===== config.mk =====
export PLATFORM = sky130hd
export DESIGN_NAME = pipe_hazard_ctrl_flat
export DESIGN_NICKNAME = d
export VERILOG_FILES = /design/src/rtl/pipe_hazard_ctrl_if.sv /design/src/rtl/pipe_hazard_ctrl.sv /design/src/flat_wrapper.sv
export SDC_FILE = /design/constraint.sdc
export NUM_CORES = 1
export LEC_CHECK = 0
export CAP_MARGIN = 20
export CORE_UTILIZATION = 42
export DETAILED_ROUTE_END_ITERATION = 10
export GPL_TIMING_DRIVEN = 0
export PLACE_DENSITY = 0.87
export REMOVE_ABC_BUFFERS = 1
export SETUP_SLACK_MARGIN = 0.05
export SYNTH_ARGS = -nofsm -noshare
export SYNTH_HDL_FRONTEND = slang
export SYNTH_SLANG_ARGS = --single-unit

===== constraint.sdc =====
create_clock -name clk -period 2.9 [get_ports clk]
set_input_delay 0.435 -clock clk [delete_from_list [all_inputs] [get_ports clk]]
set_output_delay 0.435 -clock clk [all_outputs]
set_load 0.01 [all_outputs]

===== src/rtl/pipe_hazard_ctrl_if.sv =====
// Purpose : hazard-control bundle between the pipeline datapath and pipe_hazard_ctrl.
// Latency : none, plain wires.
// Backpressure: stalls are expressed by the write-enable/bubble fields themselves.
// Ports   : ID operand fields, EXE/MEM/WB writeback info (datapath -> ctrl);
//           register enables, bubbles, forwarding selects, md_busy, stall_cycles (ctrl -> datapath).
interface pipe_hazard_ctrl_if #(
    parameter int CNT_W = 16
);
    // ID stage
    logic [4:0]       id_rs;
    logic [4:0]       id_rt;
    logic             id_uses_rs;
    logic             id_uses_rt;
    logic             id_is_muldiv;
    logic             id_branch_taken;
    // later stages
    logic             exe_rf_we;
    logic [4:0]       exe_wr_addr;
    logic             exe_is_load;
    logic             mem_rf_we;
    logic [4:0]       mem_wr_addr;
    logic             wb_rf_we;
    logic [4:0]       wb_wr_addr;
    // controls
    logic             pc_we;
    logic             ifid_we;
    logic             ifid_flush;
    logic             iereg_we;
    logic             ie_bubble;
    logic             em_bubble;
    logic [1:0]       fwd_a_sel;
    logic [1:0]       fwd_b_sel;
    logic             md_busy;
    logic [CNT_W-1:0] stall_cycles;

    // datapath side
    modport master (
        output id_rs, id_rt, id_uses_rs, id_uses_rt, id_is_muldiv, id_branch_taken,
        output exe_rf_we, exe_wr_addr, exe_is_load, mem_rf_we, mem_wr_addr,
        output wb_rf_we, wb_wr_addr,
        input  pc_we, ifid_we, ifid_flush, iereg_we, ie_bubble, em_bubble,
        input  fwd_a_sel, fwd_b_sel, md_busy, stall_cycles
    );

    // hazard controller side
    modport slave (
        input  id_rs, id_rt, id_uses_rs, id_uses_rt, id_is_muldiv, id_branch_taken,
        input  exe_rf_we, exe_wr_addr, exe_is_load, mem_rf_we, mem_wr_addr,
        input  wb_rf_we, wb_wr_addr,
        output pc_we, ifid_we, ifid_flush, iereg_we, ie_bubble, em_bubble,
        output fwd_a_sel, fwd_b_sel, md_busy, stall_cycles
    );
endinterface


===== src/rtl/pipe_hazard_ctrl.sv =====
// Purpose : 5-stage pipeline hazard control: forwarding selects, load-use stall, branch flush, mul/div EXE occupancy.
// Latency : controls/forwarding are combinational; state (RUN/MD, md_cnt, stall_cycles) updates on the clock.
// Backpressure: stalls by dropping pc_we/ifid_we (1 cycle on load-use, MD_LAT-1 cycles on mul/div).
// Ports   : clk, rst_n (synchronous, active low); hz = pipe_hazard_ctrl_if.slave carrying all pipeline signals.
module pipe_hazard_ctrl #(
    parameter int MD_LAT = 4,
    parameter int CNT_W  = 16
) (
    input  logic                  clk,
    input  logic                  rst_n,
    pipe_hazard_ctrl_if.slave     hz
);
    localparam int MDW = $clog2(MD_LAT) + 1;
    localparam logic [MDW-1:0] MD_INIT = MDW'(MD_LAT - 1);

    typedef enum logic {RUN, MD} state_t;

    state_t           state_q;
    logic [MDW-1:0]   md_cnt_q;
    logic [CNT_W-1:0] stall_q;
    logic [CNT_W-1:0] stall_d;
    logic             load_use;

    // Register $0 is hardwired zero, so it never matches a producer.
    function automatic logic match(input logic [4:0] x, input logic we, input logic [4:0] addr);
        return we && (addr != 5'd0) && (addr == x);
    endfunction

    assign load_use = hz.exe_is_load &&
                      ((hz.id_uses_rs && match(hz.id_rs, hz.exe_rf_we, hz.exe_wr_addr)) ||
                       (hz.id_uses_rt && match(hz.id_rt, hz.exe_rf_we, hz.exe_wr_addr)));

    // Forwarding: EXE result only when it is not a load (load data is not ready yet).
    always_comb begin
        hz.fwd_a_sel = 2'b00;
        hz.fwd_b_sel = 2'b00;
        if (rst_n) begin
            if (hz.id_uses_rs && match(hz.id_rs, hz.exe_rf_we, hz.exe_wr_addr) && !hz.exe_is_load)
                hz.fwd_a_sel = 2'b01;
            else if (match(hz.id_rs, hz.mem_rf_we, hz.mem_wr_addr))
                hz.fwd_a_sel = 2'b10;
            else if (match(hz.id_rs, hz.wb_rf_we, hz.wb_wr_addr))
                hz.fwd_a_sel = 2'b11;

            if (hz.id_uses_rt && match(hz.id_rt, hz.exe_rf_we, hz.exe_wr_addr) && !hz.exe_is_load)
                hz.fwd_b_sel = 2'b01;
            else if (match(hz.id_rt, hz.mem_rf_we, hz.mem_wr_addr))
                hz.fwd_b_sel = 2'b10;
            else if (match(hz.id_rt, hz.wb_rf_we, hz.wb_wr_addr))
                hz.fwd_b_sel = 2'b11;
        end
    end

    // Pipeline register controls; defaults are the reset-time values.
    always_comb begin
        hz.pc_we      = 1'b0;
        hz.ifid_we    = 1'b0;
        hz.ifid_flush = 1'b1;
        hz.iereg_we   = 1'b1;
        hz.ie_bubble  = 1'b1;
        hz.em_bubble  = 1'b1;
        hz.md_busy    = 1'b0;
        if (rst_n) begin
            if (state_q == MD) begin
                // Freeze IF/ID and ID/EXE; the mul/div stays in EXE while MEM gets NOPs.
                hz.ifid_flush = 1'b0;
                hz.iereg_we   = 1'b0;
                hz.ie_bubble  = 1'b0;
                hz.md_busy    = 1'b1;
            end else if (load_use) begin
                // Stall wins over a taken branch: the branch is re-evaluated next cycle.
                hz.ifid_flush = 1'b0;
                hz.em_bubble  = 1'b0;
            end else begin
                hz.pc_we      = 1'b1;
                hz.ifid_we    = 1'b1;
                hz.ifid_flush = hz.id_branch_taken;
                hz.ie_bubble  = 1'b0;
                hz.em_bubble  = 1'b0;
            end
        end
    end

    assign stall_d         = (!hz.pc_we && (stall_q != {CNT_W{1'b1}})) ? stall_q + 1'b1 : stall_q;
    assign hz.stall_cycles = stall_q;

    always_ff @(posedge clk) begin
        if (!rst_n) begin
            state_q  <= RUN;
            md_cnt_q <= '0;
            stall_q  <= '0;
        end else begin
            stall_q <= stall_d;
            case (state_q)
                RUN: begin
                    // A mul/div held behind a load-use stall is accepted only once the stall clears.
                    if ((MD_LAT > 1) && hz.id_is_muldiv && !load_use) begin
                        state_q  <= MD;
                        md_cnt_q <= MD_INIT;
                    end
                end
                MD: begin
                    md_cnt_q <= md_cnt_q - MDW'(1);
                    if (md_cnt_q <= MDW'(1))
                        state_q <= RUN;
                end
                default: state_q <= RUN;
            endcase
        end
    end
endmodule


===== src/flat_wrapper.sv =====
// flat-port wrapper written by rule: the top's interface ports become plain ports
module pipe_hazard_ctrl_flat 
#(
    parameter int MD_LAT = 4,
    parameter int CNT_W  = 16
)
  (clk, rst_n, hz_id_rs, hz_id_rt, hz_id_uses_rs, hz_id_uses_rt, hz_id_is_muldiv, hz_id_branch_taken, hz_exe_rf_we, hz_exe_wr_addr, hz_exe_is_load, hz_mem_rf_we, hz_mem_wr_addr, hz_wb_rf_we, hz_wb_wr_addr, hz_pc_we, hz_ifid_we, hz_ifid_flush, hz_iereg_we, hz_ie_bubble, hz_em_bubble, hz_fwd_a_sel, hz_fwd_b_sel, hz_md_busy, hz_stall_cycles);
  pipe_hazard_ctrl_if #(.CNT_W(CNT_W)) hz_i ();
  input  logic clk;
  input  logic rst_n;
  input wire logic [$bits(hz_i.id_rs)-1:0] hz_id_rs;
  input wire logic [$bits(hz_i.id_rt)-1:0] hz_id_rt;
  input wire logic [$bits(hz_i.id_uses_rs)-1:0] hz_id_uses_rs;
  input wire logic [$bits(hz_i.id_uses_rt)-1:0] hz_id_uses_rt;
  input wire logic [$bits(hz_i.id_is_muldiv)-1:0] hz_id_is_muldiv;
  input wire logic [$bits(hz_i.id_branch_taken)-1:0] hz_id_branch_taken;
  input wire logic [$bits(hz_i.exe_rf_we)-1:0] hz_exe_rf_we;
  input wire logic [$bits(hz_i.exe_wr_addr)-1:0] hz_exe_wr_addr;
  input wire logic [$bits(hz_i.exe_is_load)-1:0] hz_exe_is_load;
  input wire logic [$bits(hz_i.mem_rf_we)-1:0] hz_mem_rf_we;
  input wire logic [$bits(hz_i.mem_wr_addr)-1:0] hz_mem_wr_addr;
  input wire logic [$bits(hz_i.wb_rf_we)-1:0] hz_wb_rf_we;
  input wire logic [$bits(hz_i.wb_wr_addr)-1:0] hz_wb_wr_addr;
  output wire logic [$bits(hz_i.pc_we)-1:0] hz_pc_we;
  output wire logic [$bits(hz_i.ifid_we)-1:0] hz_ifid_we;
  output wire logic [$bits(hz_i.ifid_flush)-1:0] hz_ifid_flush;
  output wire logic [$bits(hz_i.iereg_we)-1:0] hz_iereg_we;
  output wire logic [$bits(hz_i.ie_bubble)-1:0] hz_ie_bubble;
  output wire logic [$bits(hz_i.em_bubble)-1:0] hz_em_bubble;
  output wire logic [$bits(hz_i.fwd_a_sel)-1:0] hz_fwd_a_sel;
  output wire logic [$bits(hz_i.fwd_b_sel)-1:0] hz_fwd_b_sel;
  output wire logic [$bits(hz_i.md_busy)-1:0] hz_md_busy;
  output wire logic [$bits(hz_i.stall_cycles)-1:0] hz_stall_cycles;
  assign hz_i.id_rs = hz_id_rs;
  assign hz_i.id_rt = hz_id_rt;
  assign hz_i.id_uses_rs = hz_id_uses_rs;
  assign hz_i.id_uses_rt = hz_id_uses_rt;
  assign hz_i.id_is_muldiv = hz_id_is_muldiv;
  assign hz_i.id_branch_taken = hz_id_branch_taken;
  assign hz_i.exe_rf_we = hz_exe_rf_we;
  assign hz_i.exe_wr_addr = hz_exe_wr_addr;
  assign hz_i.exe_is_load = hz_exe_is_load;
  assign hz_i.mem_rf_we = hz_mem_rf_we;
  assign hz_i.mem_wr_addr = hz_mem_wr_addr;
  assign hz_i.wb_rf_we = hz_wb_rf_we;
  assign hz_i.wb_wr_addr = hz_wb_wr_addr;
  assign hz_pc_we = hz_i.pc_we;
  assign hz_ifid_we = hz_i.ifid_we;
  assign hz_ifid_flush = hz_i.ifid_flush;
  assign hz_iereg_we = hz_i.iereg_we;
  assign hz_ie_bubble = hz_i.ie_bubble;
  assign hz_em_bubble = hz_i.em_bubble;
  assign hz_fwd_a_sel = hz_i.fwd_a_sel;
  assign hz_fwd_b_sel = hz_i.fwd_b_sel;
  assign hz_md_busy = hz_i.md_busy;
  assign hz_stall_cycles = hz_i.stall_cycles;
  pipe_hazard_ctrl #(.MD_LAT(MD_LAT), .CNT_W(CNT_W)) u_core (.clk(clk), .rst_n(rst_n), .hz(hz_i));
endmodule

==> flow_summary.toml <==
[status]
status = "completed"

[cts]
cts_tree = "built"
clkTransAtPathRegs_ns = 0.12
htree_levels = 1
cts_root_buf = "clkbuf_4"
clockBufferDepth = 2
clock-sinks = 20
numCtsBuffers = 3
hold_buffers = 0
insertion_delay_ns = 0.31

[worst_setup_path]
path_delay_family = "buffers and inverters"
path_class = "input pin to primary output"
r2r_cells = 7
slowest_delay_ns = 0.53
worstSetupEndpointType = "primary output"
r2r_end = "u_core.hz.stall_cycles[9]$_SDFFE_PN0P_"
critPathRequiredTime_ns = 2.47
cp_cell_sequence = "clkdlybuf4s50_1, or4_4, o21ai_2, nor4_2, nor2b_1, o21a_1, clkdlybuf4s50_1"
crit_arrival_ns = 2.36
cp_slowest_cell = "clkdlybuf4s50_1"
path_buf_inv = 2
crit_fanout = 3
cp-start-kind = "input pin"
r2r_start = "u_core.hz.stall_cycles[0]$_SDFFE_PN0P_"
crit_top_cell = "clkdlybuf4s50_1"
reg2reg_slack_ns = 0.81

[floorplanning]
core_region_area_sq_mm = 0.003178
initial_core_util_pct = 45.75
ios = 62
fp.dieW_microns = 60.84
die_h_microns = 60.84
die-area_sq_mm = 0.003701
rows = 20

[job]
maxCapViolCount = 0

[detailed_routing]
drt-vias-per-instance = 5.550
dr.pass1.iters = 4
wl_per_cell_microns = 13.95
drt-total-wl_mm = 4.058
drt_iter0_drc = 66
ant_nets = 0
drc_errors = 0
vias = 1615

[min_path]
worstHoldStart = "u_core.md_cnt_q[2]$_SDFFE_PN0P_"
hold_end = "u_core.md_cnt_q[2]$_SDFFE_PN0P_"
min_path_cells = 1
hold_class = "flip-flop to flip-flop"

[place]
dp_hpwl_mm = 3.027
place.gp.congestion = 0.7926
postPlaceCellArea_sq_mm = 0.002096
placed_cells = 280
post-place-ws_ns = -0.5208
numPortBuffers = 61

[grt]
grt_use_total_pct = 22.28
gr-total-overflow = 0
grt_pass1_vias = 1472
antenna_found_initial = 0
grt_max_degree = 17
grt_pass1_wl_mm = 6.141

[layout]
diodes = 0
syn_to_final_growth_pct = 55.16
fin_util_pct = 70.98
fin_area_sq_mm = 0.002256
fin_cells = 291
fin_nets = 286
layout_common_cells = "34 x clkdlybuf4s50_1, 20 x dfxtp_1, 18 x dlygate4sd2_1"
layout_commonest_cell = "clkdlybuf4s50_1"
drive_gt1_share_pct = 11.74

[synthesis]
synth_compound_area_share_pct = 19.28
synth_top_family_by_area = "simple AND/OR/NAND/NOR gates"
synth-xor-area-share_pct = 19.28
yosys_warnings = 0
synth_seq_cells = 20
synth_cells = 180
seq_area_frac_synth_pct = 27.54
synth_area_sq_mm = 0.001454
synth.distinct_cells = 39
syn_avg_cell_area_sq_um = 8.077
synth-simple-area-share_pct = 25.30
muxShareOfSynthArea_pct = 2.065
synthAdderAreaFrac_pct = 2.582

[sta]
max_freq_ghz = 0.3579
clock-skew-final_ns = 0.003323
fin_crit_sh_pct = 96.33
hold_violations = 0
fin_ws_ns = 0.1063
rsz0062_at_grt = "yes"
relSlewSlack_pct = 57.79
fin_crit_ns = 2.794
worst_pin_slew_ns = 0.6331
drv_slew = 0
finalSetupViolCount = 0
hold_ws_ns = 0.4998

[power]
power.leakage_nw = 0.8914
ir_drop_v = 0.0001773
p_per_area_mw_per_mm2 = 297.9
## metal layers
metal	vias to the layer above	global-route usage (%)	part of all wire, %
met5	-	0	0
met3	8	3.198	6.8
met2	72	42.23	53
li1	796	-	-
met1	739	23.90	37
met4	0	11.04	2.6
## power by group
group | internal, W | switching [W]
clock network | 0.0000767 | 0.0000906
registers | 0.000286 | 0.0000128
logic | 0.000105 | 0.000101
total | 0.000468 | 0.000204
## flip-flops by register name, summed over array words and instances, names as in the netlist
| register | cells |
|---|---|
| u_core.state_q | 1 |
| u_core.md_cnt_q | 3 |
| u_core.hz.stall_cycles | 16 |
## synthesized netlist by cell type (all sizes together)
cell | n | area [sq um]
o21a | 6 | 45.04
o21ai | 8 | 43.79
inv | 9 | 33.78
o31ai | 5 | 37.54
xnor2 | 15 | 131.4
mux2i | 3 | 30.03
xor2 | 17 | 148.9
nor4 | 7 | 50.05
a211oi | 1 | 12.51
o211ai | 2 | 20.02
or3 | 3 | 18.77
a21o | 1 | 7.510
nand4 | 3 | 18.77
nand2 | 14 | 52.55
o41ai | 1 | 8.760
nand3 | 10 | 50.05
clkbuf | 3 | 11.26
and4 | 1 | 8.760
a311oi | 1 | 8.760
or4 | 8 | 60.06
o311a | 1 | 10.01
and3 | 1 | 6.260
o211a | 1 | 10.01
dfxtp | 20 | 400.4
buf | 2 | 12.51
nor2 | 8 | 30.03
o311ai | 1 | 8.760
nand2b | 4 | 25.02
a221oi | 1 | 8.760
nor3 | 7 | 35.03
a21oi | 10 | 50.05
nor2b | 2 | 12.51
ha | 3 | 37.54
a31o | 1 | 8.760
## worst max path at each step
stage / from / to / slack (ns) / depth (start not counted)
final: hz_mem_wr_addr[4] / hz_fwd_a_sel[0] / 0.11 / 7
after global placement: hz_id_rs[0] / hz_ifid_flush / -0.51 / 8
after CTS: hz_exe_wr_addr[1] / hz_fwd_a_sel[0] / -0.02 / 6
after floorplan: hz_exe_wr_addr[0] / u_core.hz.stall_cycles[9]$_SDFFE_PN0P_ / 0.64 / 7
after global routing: hz_mem_wr_addr[4] / hz_fwd_a_sel[0] / 0.05 / 7
after detailed placement: hz_id_rs[0] / hz_ifid_flush / -0.52 / 8
## layout make-up
cell class	instances	area, sq um
Sequential cell	20	400.4
Inverter	9	37.54
Multi-Input combinational cell	146	1064
Tap cell	44	55.05
Fill cell	274	922.1
Timing Repair Buffer	68	663.1
Clock buffer	4	36.28
## timing repair
action | CTS | global route
pin swaps | 4 | 6
endpoints found under the hold margin | 0 | 0
gates cloned | 0 | 0
setup endpoints to repair | 8 | 4
buffers inserted | 1 | 6
resized for setup | 26 | 18
## metrics by stage
stage | power (W) | setup TNS, ns
2_1_floorplan | 0.0003931 | 0
3_3_place_gp | 0.0004959 | -2.202
3_5_place_dp | 0.0005033 | -2.553
4_1_cts | 0.0006581 | -0.01969
5_1_grt | 0.0007057 | 0
6_report | 0.0006720 | 0
## logic make-up after synthesis
logic type,count (synthesis)
AOI/OAI and AO/OA,40
xor gates and xnor gates,32
adders and majority gates,3
buffers and inverters,14
DFF,20
muxes,3
and+or+nand+nor,68
## worst register-to-register path, stage by stage (launching register included)
cell and delay, ns:
dfxtp_1 0.37, ha_1 0.24, nand4_1 0.28, nor3_1 0.10, nand2_1 0.14, o21ai_2 0.20
or4_1 0.54, a21oi_1 0.16
No activity file was read; power rests on OpenSTA's default activity.
